### src/rtl/axil_reg_bridge.sv
// AXI4-Lite slave driving the TLK2711 register bus with single-cycle write/read strobes.
// Define AXIL_REG_BRIDGE_IRQ_LATCH_EN for a sticky o_irq cleared by a read strobe to 16'h0100.
module axil_reg_bridge #(
    parameter int AXI_ADDR_WIDTH = 32,
    parameter int RD_LATENCY     = 2
) (
    input  logic                      clk,
    input  logic                      rst,
    input  logic [AXI_ADDR_WIDTH-1:0] s_axil_awaddr,
    input  logic                      s_axil_awvalid,
    output logic                      s_axil_awready,
    input  logic [63:0]               s_axil_wdata,
    input  logic [7:0]                s_axil_wstrb,
    input  logic                      s_axil_wvalid,
    output logic                      s_axil_wready,
    output logic [1:0]                s_axil_bresp,
    output logic                      s_axil_bvalid,
    input  logic                      s_axil_bready,
    input  logic [AXI_ADDR_WIDTH-1:0] s_axil_araddr,
    input  logic                      s_axil_arvalid,
    output logic                      s_axil_arready,
    output logic [63:0]               s_axil_rdata,
    output logic [1:0]                s_axil_rresp,
    output logic                      s_axil_rvalid,
    input  logic                      s_axil_rready,
    output logic                      o_reg_wen,
    output logic [15:0]               o_reg_waddr,
    output logic [63:0]               o_reg_wdata,
    output logic                      o_reg_ren,
    output logic [15:0]               o_reg_raddr,
    input  logic [63:0]               i_reg_rdata,
    input  logic                      i_tx_irq,
    input  logic                      i_rx_irq,
    input  logic                      i_loss_irq,
    output logic                      o_irq
);

    typedef enum logic [2:0] {
        IDLE       = 3'd0,
        WR_COLLECT = 3'd1,
        WR_STROBE  = 3'd2,
        WR_RESP    = 3'd3,
        RD_STROBE  = 3'd4,
        RD_WAIT    = 3'd5,
        RD_RESP    = 3'd6
    } state_t;

    localparam logic [2:0] RD_LAT_C = 3'(RD_LATENCY);

    function automatic logic addr_bad(input logic [AXI_ADDR_WIDTH-1:0] addr);
        return |addr[AXI_ADDR_WIDTH-1:16];
    endfunction

    state_t                      state_r, next_state_s;
    logic                        prio_wr_r, aw_got_r, w_got_r;
    logic [AXI_ADDR_WIDTH-1:0]   aw_addr_r, aw_addr_s;
    logic [63:0]                 w_data_r, w_data_s;
    logic [7:0]                  w_strb_r, w_strb_s;
    logic [2:0]                  rd_cnt_r;
    logic                        conflict_s, awready_s, wready_s, arready_s;
    logic                        aw_hs_s, w_hs_s, ar_hs_s, aw_full_s, w_full_s, wr_err_s, rd_err_s;
    logic                        wen_r, ren_r, bvalid_r, rvalid_r, irq_r, irq_any_s;
    logic [15:0]                 waddr_r, raddr_r;
    logic [63:0]                 wdata_r, rdata_r;
    logic [1:0]                  bresp_r, rresp_r;

    // Channel readies; in IDLE the loser of a simultaneous write/read request is held off.
    always_comb begin
        awready_s  = 1'b0;
        wready_s   = 1'b0;
        arready_s  = 1'b0;
        conflict_s = (s_axil_awvalid | s_axil_wvalid) & s_axil_arvalid;
        if (rst) begin
            awready_s = 1'b0;
        end else begin
            case (state_r)
                IDLE: begin
                    awready_s = ~(conflict_s & ~prio_wr_r);
                    wready_s  = ~(conflict_s & ~prio_wr_r);
                    arready_s = ~(conflict_s & prio_wr_r);
                end
                WR_COLLECT: begin
                    awready_s = ~aw_got_r;
                    wready_s  = ~w_got_r;
                end
                default: begin
                    awready_s = 1'b0;
                end
            endcase
        end
    end

    assign aw_hs_s   = s_axil_awvalid & awready_s;
    assign w_hs_s    = s_axil_wvalid & wready_s;
    assign ar_hs_s   = s_axil_arvalid & arready_s;
    assign aw_full_s = aw_got_r | aw_hs_s;
    assign w_full_s  = w_got_r | w_hs_s;
    assign aw_addr_s = aw_got_r ? aw_addr_r : s_axil_awaddr;
    assign w_data_s  = w_got_r ? w_data_r : s_axil_wdata;
    assign w_strb_s  = w_got_r ? w_strb_r : s_axil_wstrb;
    assign wr_err_s  = addr_bad(aw_addr_s) | (w_strb_s != 8'hFF);
    assign rd_err_s  = addr_bad(s_axil_araddr);

    // Next-state decode.
    always_comb begin
        next_state_s = state_r;
        case (state_r)
            IDLE: begin
                if (ar_hs_s) begin
                    next_state_s = rd_err_s ? RD_RESP : RD_STROBE;
                end else if (aw_hs_s | w_hs_s) begin
                    if (aw_full_s & w_full_s) begin
                        next_state_s = wr_err_s ? WR_RESP : WR_STROBE;
                    end else begin
                        next_state_s = WR_COLLECT;
                    end
                end else begin
                    next_state_s = IDLE;
                end
            end
            WR_COLLECT: begin
                if (aw_full_s & w_full_s) begin
                    next_state_s = wr_err_s ? WR_RESP : WR_STROBE;
                end else begin
                    next_state_s = WR_COLLECT;
                end
            end
            WR_STROBE: next_state_s = WR_RESP;
            WR_RESP:   next_state_s = s_axil_bready ? IDLE : WR_RESP;
            RD_STROBE: next_state_s = RD_WAIT;
            RD_WAIT:   next_state_s = (rd_cnt_r == RD_LAT_C) ? RD_RESP : RD_WAIT;
            RD_RESP:   next_state_s = s_axil_rready ? IDLE : RD_RESP;
            default:   next_state_s = IDLE;
        endcase
    end

    // State, arbitration priority, AW/W capture buffers and read-latency counter.
    always_ff @(posedge clk) begin
        if (rst) begin
            state_r   <= IDLE;
            prio_wr_r <= 1'b1;
            aw_got_r  <= 1'b0;
            w_got_r   <= 1'b0;
            aw_addr_r <= '0;
            w_data_r  <= 64'd0;
            w_strb_r  <= 8'd0;
            rd_cnt_r  <= 3'd1;
        end else begin
            state_r <= next_state_s;
            if (aw_hs_s) aw_addr_r <= s_axil_awaddr;
            if (w_hs_s) begin
                w_data_r <= s_axil_wdata;
                w_strb_r <= s_axil_wstrb;
            end
            if (next_state_s == WR_COLLECT) begin
                aw_got_r <= aw_full_s;
                w_got_r  <= w_full_s;
            end else begin
                aw_got_r <= 1'b0;
                w_got_r  <= 1'b0;
            end
            if (ar_hs_s) begin
                prio_wr_r <= 1'b1;
            end else if ((state_r == IDLE) && (aw_hs_s | w_hs_s)) begin
                prio_wr_r <= 1'b0;
            end
            rd_cnt_r <= (state_r == RD_WAIT) ? rd_cnt_r + 3'd1 : 3'd1;
        end
    end

    // Registered strobes and responses, loaded on entry to the matching state.
    always_ff @(posedge clk) begin
        if (rst) begin
            wen_r    <= 1'b0;
            ren_r    <= 1'b0;
            bvalid_r <= 1'b0;
            rvalid_r <= 1'b0;
            waddr_r  <= 16'd0;
            wdata_r  <= 64'd0;
            raddr_r  <= 16'd0;
            rdata_r  <= 64'd0;
            bresp_r  <= 2'b00;
            rresp_r  <= 2'b00;
        end else begin
            wen_r    <= (next_state_s == WR_STROBE);
            ren_r    <= (next_state_s == RD_STROBE);
            bvalid_r <= (next_state_s == WR_RESP);
            rvalid_r <= (next_state_s == RD_RESP);
            if (next_state_s == WR_STROBE) begin
                waddr_r <= aw_addr_s[15:0];
                wdata_r <= w_data_s;
            end
            if (next_state_s == RD_STROBE) raddr_r <= s_axil_araddr[15:0];
            if ((next_state_s == WR_RESP) && (state_r != WR_RESP)) begin
                bresp_r <= (state_r == WR_STROBE) ? 2'b00 : 2'b10;
            end
            if ((next_state_s == RD_RESP) && (state_r != RD_RESP)) begin
                if (state_r == RD_WAIT) begin
                    rresp_r <= 2'b00;
                    rdata_r <= i_reg_rdata;
                end else begin
                    rresp_r <= 2'b10;
                    rdata_r <= 64'd0;
                end
            end
        end
    end

    assign irq_any_s = i_tx_irq | i_rx_irq | i_loss_irq;

`ifdef AXIL_REG_BRIDGE_IRQ_LATCH_EN
    // Sticky interrupt; a new pulse beats the clear from a status read of 16'h0100.
    always_ff @(posedge clk) begin
        if (rst) begin
            irq_r <= 1'b0;
        end else if (irq_any_s) begin
            irq_r <= 1'b1;
        end else if (ren_r && (raddr_r == 16'h0100)) begin
            irq_r <= 1'b0;
        end
    end
`else
    // Registered OR of the interrupt pulses.
    always_ff @(posedge clk) begin
        if (rst) begin
            irq_r <= 1'b0;
        end else begin
            irq_r <= irq_any_s;
        end
    end
`endif

    assign s_axil_awready = awready_s;
    assign s_axil_wready  = wready_s;
    assign s_axil_arready = arready_s;
    assign s_axil_bvalid  = bvalid_r;
    assign s_axil_bresp   = bresp_r;
    assign s_axil_rvalid  = rvalid_r;
    assign s_axil_rresp   = rresp_r;
    assign s_axil_rdata   = rdata_r;
    assign o_reg_wen      = wen_r;
    assign o_reg_waddr    = waddr_r;
    assign o_reg_wdata    = wdata_r;
    assign o_reg_ren      = ren_r;
    assign o_reg_raddr    = raddr_r;
    assign o_irq          = irq_r;

endmodule

### config.mk
export PLATFORM = sky130hd
export DESIGN_NAME = axil_reg_bridge
export DESIGN_NICKNAME = d
export VERILOG_FILES = /design/src/rtl/axil_reg_bridge.sv
export SDC_FILE = /design/constraint.sdc
export NUM_CORES = 1
export LEC_CHECK = 0
export ABC_AREA = 0
export BUFFER_PORTS_ARGS = -buffer_cell sky130_fd_sc_hd__buf_2
export CORE_ASPECT_RATIO = 1.25
export CORE_MARGIN = 3
export CORE_UTILIZATION = 35
export CTS_CLUSTER_DIAMETER = 40
export CTS_CLUSTER_SIZE = 40
export DETAILED_ROUTE_END_ITERATION = 6
export MAX_ROUTING_LAYER = met4
export PLACE_DENSITY = 0.55
export SYNTH_ARGS = -nofsm -noshare
export SYNTH_HDL_FRONTEND = slang
export SYNTH_SLANG_ARGS = --single-unit
### constraint.sdc
create_clock -name clk -period 4.8 [get_ports clk]
set_clock_uncertainty 0.2 [all_clocks]
set_input_delay 0.96 -clock clk [delete_from_list [all_inputs] [get_ports clk]]
set_output_delay 0.96 -clock clk [all_outputs]
set_load 0.005 [all_outputs]
# Yosys cells after proc, flatten, opt, wreduce, memory -nomap -nowiden
# Cells that the tools add are included.
[classes]
addsub = 1
eq_ne = 15
n_mux = 21
bitwise_logic = 21
reduce_logical = 9
[op_table]
columns = ["operator", "count"]
rows = [
  ["64-bit 2-to-1 mux", 2],
  ["32-bit 2-to-1 mux", 1],
  ["16-bit OR reduction", 2],
  ["3-bit one-hot mux with 7 select lines", 1],
  ["3-bit by 2-bit == test with 1-bit output (second input constant)", 5],
  ["3-bit == test (second input constant)", 5],
  ["2-bit 2-to-1 mux", 7],
  ["8-bit 2-to-1 mux", 1],
  ["8-bit inequality test (second input constant)", 1],
  ["1-bit bitwise AND", 7],
  ["1-bit NOT", 7],
  ["1-bit OR", 7],
  ["3-bit by 1-bit == test with 1-bit output (second input constant)", 2],
  ["3-bit 2-to-1 mux", 2],
  ["2-bit OR reduction", 3],
  ["1-bit 2-to-1 mux", 5],
  ["1-bit one-hot mux with 2 select lines", 2],
  ["3-bit by 1-bit adder with 3-bit output (second input constant)", 1],
  ["1-bit logical AND", 3],
  ["3-bit zero test", 1],
  ["3-bit by 2-bit inequality test with 1-bit output (second input constant)", 1],
  ["3-bit inequality test (second input constant)", 1],
]
[word_totals]
ff_bits = 282
in_bits = 210
output_inout_bits = 172
word_cells = 86

# Depth between registers and ports, before layout
[logic_depth]
depth_word = 16
ltp_mapped = 10

# Least setup slack after synthesis
# No wires, ideal clock.
[synth_timing]
path_kind = "in2reg"
from = "input port s_axil_awaddr[24]"
to = "register waddr_r[0] (netlist: o_reg_waddr[0])"
setup_time_ns = 0.086
arrival_time_ns = 2.741
required_ns = 4.514
setup_slack_ns = 1.774
stages = 8
path_buffers = 2
path_cell_list = "nor4_1 -> nand4_1 -> or4_1 -> a2111oi_4 -> buf_4 -> buf_4 -> nor2_1 -> a211oi_1"
[synth_between]
elab_chain_len = 9
[synth_rtl]
columns = ["element", "line", "source"]
rows = [
  ["start: declaration", "9", "input logic [AXI_ADDR_WIDTH-1:0] s_axil_awaddr,"],
  ["32-bit 2-to-1 mux *", "98", "assign aw_addr_s = aw_got_r ? aw_addr_r : s_axil_awaddr;"],
  ["16-bit OR reduction *", "51", "return |addr[AXI_ADDR_WIDTH-1:16];"],
  ["1-bit OR *", "101", "assign wr_err_s = addr_bad(aw_addr_s) | (w_strb_s != 8'hFF);"],
  ["1-bit 2-to-1 mux *", "113, 123", ""],
  ["2-bit 2-to-1 mux *", "112, 122", ""],
  ["2-bit 2-to-1 mux", "111", "end else if (aw_hs_s | w_hs_s) begin"],
  ["3-bit 2-to-1 mux", "109", "if (ar_hs_s) begin"],
  ["3-bit one-hot mux with 7 select lines *", "107", "case (state_r)"],
  ["3-bit by 2-bit == test with 1-bit output *", "189", "if (next_state_s == WR_STROBE) begin"],
  ["end signal: assignment", "190", "waddr_r <= aw_addr_s[15:0];"],
  ["end: declaration", "63", "logic [15:0] waddr_r, raddr_r;"],
]
# Mark *: on every way between the ends. The rest lies on a longest branch, timed or not.
# A chain may end at the register's enable or synchronous reset.

# Worst setup path after layout
[layout_timing]
from = "register w_got_r"
to = "register rdata_r[56] (netlist: s_axil_rdata[56])"
[layout_between]
elab_chain_len = 12
elab_cells_between_ends = 17
cone_classes = "2 x eq/ne; 8 x mux; 6 x bitwise; 1 x reduce/logical"
[layout_rtl]
columns = ["element", "line", "source"]
rows = [
  ["start: declaration", "55", "logic prio_wr_r, aw_got_r, w_got_r;"],
  ["start signal: assignment", "157", "w_got_r <= w_full_s;"],
  ["1-bit NOT", "84", "wready_s = ~w_got_r;"],
  ["1-bit one-hot mux with 2 select lines", "76", "case (state_r)"],
  ["1-bit 2-to-1 mux", "73", "if (rst) begin"],
  ["1-bit bitwise AND", "94", "assign w_hs_s = s_axil_wvalid & wready_s;"],
  ["1-bit OR", "97", "assign w_full_s = w_got_r | w_hs_s;"],
  ["1-bit bitwise AND", "112, 122", ""],
  ["2-bit 2-to-1 mux", "112, 122", ""],
  ["2-bit 2-to-1 mux", "111", ""],
  ["3-bit 2-to-1 mux", "109", ""],
  ["3-bit one-hot mux with 7 select lines *", "107", ""],
  ["3-bit == test *", "197", "if ((next_state_s == RD_RESP) && (state_r != RD_RESP)) begin"],
  ["1-bit logical AND *", "197", ""],
  ["end signal: assignment", "200", "rdata_r <= i_reg_rdata;"],
  ["end: declaration", "64", "logic [63:0] wdata_r, rdata_r;"],
]
# Marks and branches as above.

==> results by group <==
Run
  – Max_cap viols: 0

Routing
  – Routed len/inst: 16.0 um
  – Vias per inst: 4.81
  – 1st-iter DRT viols: 698
  – # DRC: 0
  – Drt first pass iters: 6
  – Post-route ant nets: 0
  – DRT Wirelength: 32.8 mm
  – DR vias: 9867

STA
  – RSZ-0062 raised after global routing: no
  – Fin crit share: 0.706
  – Post-Route Setup TNS: 0 ns
  – Final worst setup slack: 1.41 ns
  – Final setup viols: 0
  – Worst slew margin: 0.380
  – Final Critical Period: 3.39 ns
  – Hold Vio Cnt, Final: 0
  – Max Clk Rate: 295 MHz
  – Tightest Pin Transition: 0.930 ns
  – Final slew viol count: 0

Worst setup path
  – Worst path bufs/invs: 1
  – Flop-to-flop setup slack: 1.41 ns
  – CP Depth: 6
  – Cell Chain, Critical Path: a21boi_0 -> o32ai_1 -> a21oi_2 -> nor2_4 -> buf_4 -> mux2i_1
  – Crit path max-delay family: compound AO/OA/AOI/OAI gates
  – Worst Setup Start Kind: flop
  – CP Max Fanout: 41
  – Worst Path Required: 5.04 ns
  – CP endpoint: s_axil_rdata[56]
  – Largest stage delay on the critical path: 0.78 ns
  – Critical path class: reg2reg
  – Crit path arrival time: 3.62 ns
  – CP max stage cell: dfxtp_4
  – R2R cell count: 6
  – Crit. End Element: flop
  – FF-to-FF Start: w_got_r
  – Crit. Startpoint: w_got_r
  – R2R Path End: s_axil_rdata[56]

Clocking
  – Worst-Skew Late Latency: 0.53 ns
  – Clock Pin Slew Worst Setup and Hold Paths: 0.05 ns
  – Post-CTS Resized: 0
  – CTS Hold Buffers Added: 0
  – H-tree depth: 2
  – Post-CTS setup buffers: 0
  – TritonCTS clock tree: yes
  – Clock Tree Root: clkbuf_16
  – Buffer levels on the longest clock path: 3
  – Clock Sink Count: 280
  – Cts bufs inserted: 44

Floorplan
  – DIE HEIGHT: 208 um
  – Die Span X: 167 um
  – I/O pin count: 382
  – Core area: 0.0319 mm2
  – Starting Density: 0.357
  – Die Area: 0.0347 mm2
  – Site Rows: 73

Logic synthesis
  – Prevailing post-synth register cell: dfxtp_1
  – Avg Inst Size Synth: 8.97 um2
  – YS warnings: 0
  – Synthesized instance count: 1268
  – Register bit total from synthesis: 280
  – Ys async rst share: 0
  – Post-Syn Area: 0.0114 mm2
  – Post-synthesis cell type count: 46
  – Sequential share of the synthesized area: 0.493
  – Post-synth EDFFs: 0

Hold path
  – Min-delay src: rd_cnt_r[0]
  – Class of the worst hold path: reg2reg

Finish
  – # nets final: 1817
  – Finished layout cell area: 0.0150 mm2
  – Synth-to-layout area growth: 32.0%
  – Filler cells: 3176
  – Layout cells sized above 1: 0.293

Pwr
  – PD cells: 418 mW/mm2
  – Max VDD drop: 285 uV
  – Leak: 5.96 nW

GRT
  – Vias in the first global route: 9559
  – Gr usage total: 0.186
  – Largest net degree at the start of global routing: 105
  – Congestion Overflow GR: 0
  – Initial antenna violation count: 3
  – First-pass GRT wire length: 51.8 mm

Place
  – Hpwl dp: 22.6 mm
  – GPL Wtd Cong: 0.894
  – I/O Buffers: 379
  – DP Worst Slack: 0.941 ns
  – Placed inst area: 0.0135 mm2

Run status
  – Status: completed
worst register-to-register path, delay by kind of cell, from the launching register on:
| family | cells | cell delay, ns |
|---|---|---|
| buf+inv | 1 | 0.57 |
| mux | 1 | 0.31 |
| flops | 1 | 0.78 |
| compound gates | 3 | 1.28 |
| simple gates | 1 | 0.15 |
metrics by stage:
stage | hold slack (ns) | utilization | total power (W) | instances
6_report | 0.200 | 0.471 | 0.00627 | 2052
5_1_grt | 0.230 | 0.471 | 0.00656 | 2051
4_1_cts | 0.203 | 0.470 | 0.00637 | 2048
3_5_place_dp | 0.191 | 0.425 | 0.00320 | 1971
3_3_place_gp | 0.182 | 0.425 | 0.00319 | 1971
2_1_floorplan | 0.175 | - | 0.00296 | 1269
placed cells by master, fill, tap and decap left out, types with 2 or more instances in the layout:
cell type   count
o21ai_0       135
a21oi_1        30
ha_1            2
nand3b_1        3
or4_1           2
inv_1           4
nor2b_1         3
clkinv_2        5
nand3_1        26
o21a_1          3
nor2_4          2
clkinv_4        4
bufinv_16       4
nor4_1         12
diode_2         4
and3_1          2
a211oi_1       80
buf_2         378
dfxtp_1       279
nor3_1          7
nand2_1       150
clkbuf_1        4
mux2i_1       136
nand4_1         5
buf_12          2
clkbuf_16      45
nand2b_1      145
clkinvlp_4      4
nor2_1        105
buf_4          16
clkbuf_8        2
a21boi_0        2
conb_1          2
inv_6           7
nor4b_1         3
state kept, by name, summed over array words and instances (netlist names):
register	count
o_reg_wdata	64
s_axil_rdata	64
w_data_r	64
aw_addr_r	32
o_reg_raddr	16
o_reg_waddr	16
w_strb_r	8
rd_cnt_r	3
state_r	3
aw_got_r	1
o_irq	1
o_reg_ren	1
o_reg_wen	1
prio_wr_r	1
s_axil_bresp	1
s_axil_bvalid	1
s_axil_rresp	1
s_axil_rvalid	1
w_got_r	1
cells in the mapped netlist, types with 4 or more instances:
master    instances  share of area
nor4_1           12         0.0066
nand3_1          26          0.011
mux2i_1         136           0.12
nand2_1         150          0.050
clkbuf_1         77          0.025
nand4_1           5         0.0028
a21oi_1          31          0.014
inv_1             4         0.0013
dfxtp_1         280           0.49
nor3_1            7         0.0031
a211oi_1         81          0.053
buf_2            21         0.0092
nor2_1          107          0.035
nand2b_1        145          0.080
o21ai_0         135          0.059
buf_4             6         0.0040
routing by layer:
metal | vias up | wire, um | GRT usage
li1 | 5045 | - | -
met1 | 4511 | 14200 | 0.227
met2 | 251 | 15700 | 0.306
met3 | 60 | 2020 | 0.0467
met4 | 0 | 831 | 0.0545
met5 | - | 0 | -
kinds of logic (layout without fill, tap and decap cells):
family	count (synthesis)	in the layout	synth area share
and+or+nand+nor	470	470	0.200
DFF	280	280	0.493
AOI/OAI and AO/OA	267	267	0.143
muxes	136	136	0.120
buffers and inverters	111	478	0.0409
adders and majority gates	2	2	0.00220
other	1	6	0.000330
xor gates and xnor gates	1	1	0.000770
power by group:
group	total, W	switching, W	internal (W)
Sequential	0.00254	0.0000886	0.00246
Clock	0.00312	0.00114	0.00198
Combinational	0.000600	0.000337	0.000263
Total	0.00627	0.00157	0.00470
how the worst min path moves through the flow:
stage / depth (start not counted) / end
after floorplan: 1 / rd_cnt_r[0]
after global placement: 1 / rd_cnt_r[0]
after detailed placement: 1 / rd_cnt_r[0]
after CTS: 1 / rd_cnt_r[0]
after global routing: 1 / rd_cnt_r[0]
final: 1 / rd_cnt_r[0]
area by class of cell:
type	instances	area, um2	area share
clock buffer	51	1170	0.0779
inverter	4	15.0	0.00100
clock inverter	26	289	0.0193
sequential	280	5610	0.374
tap	412	515	0.0344
multi-input combinational	878	5340	0.356
antenna	4	10.0	0.000667
timing repair buffer	397	2060	0.137
Power figures use the tool's default switching activity.
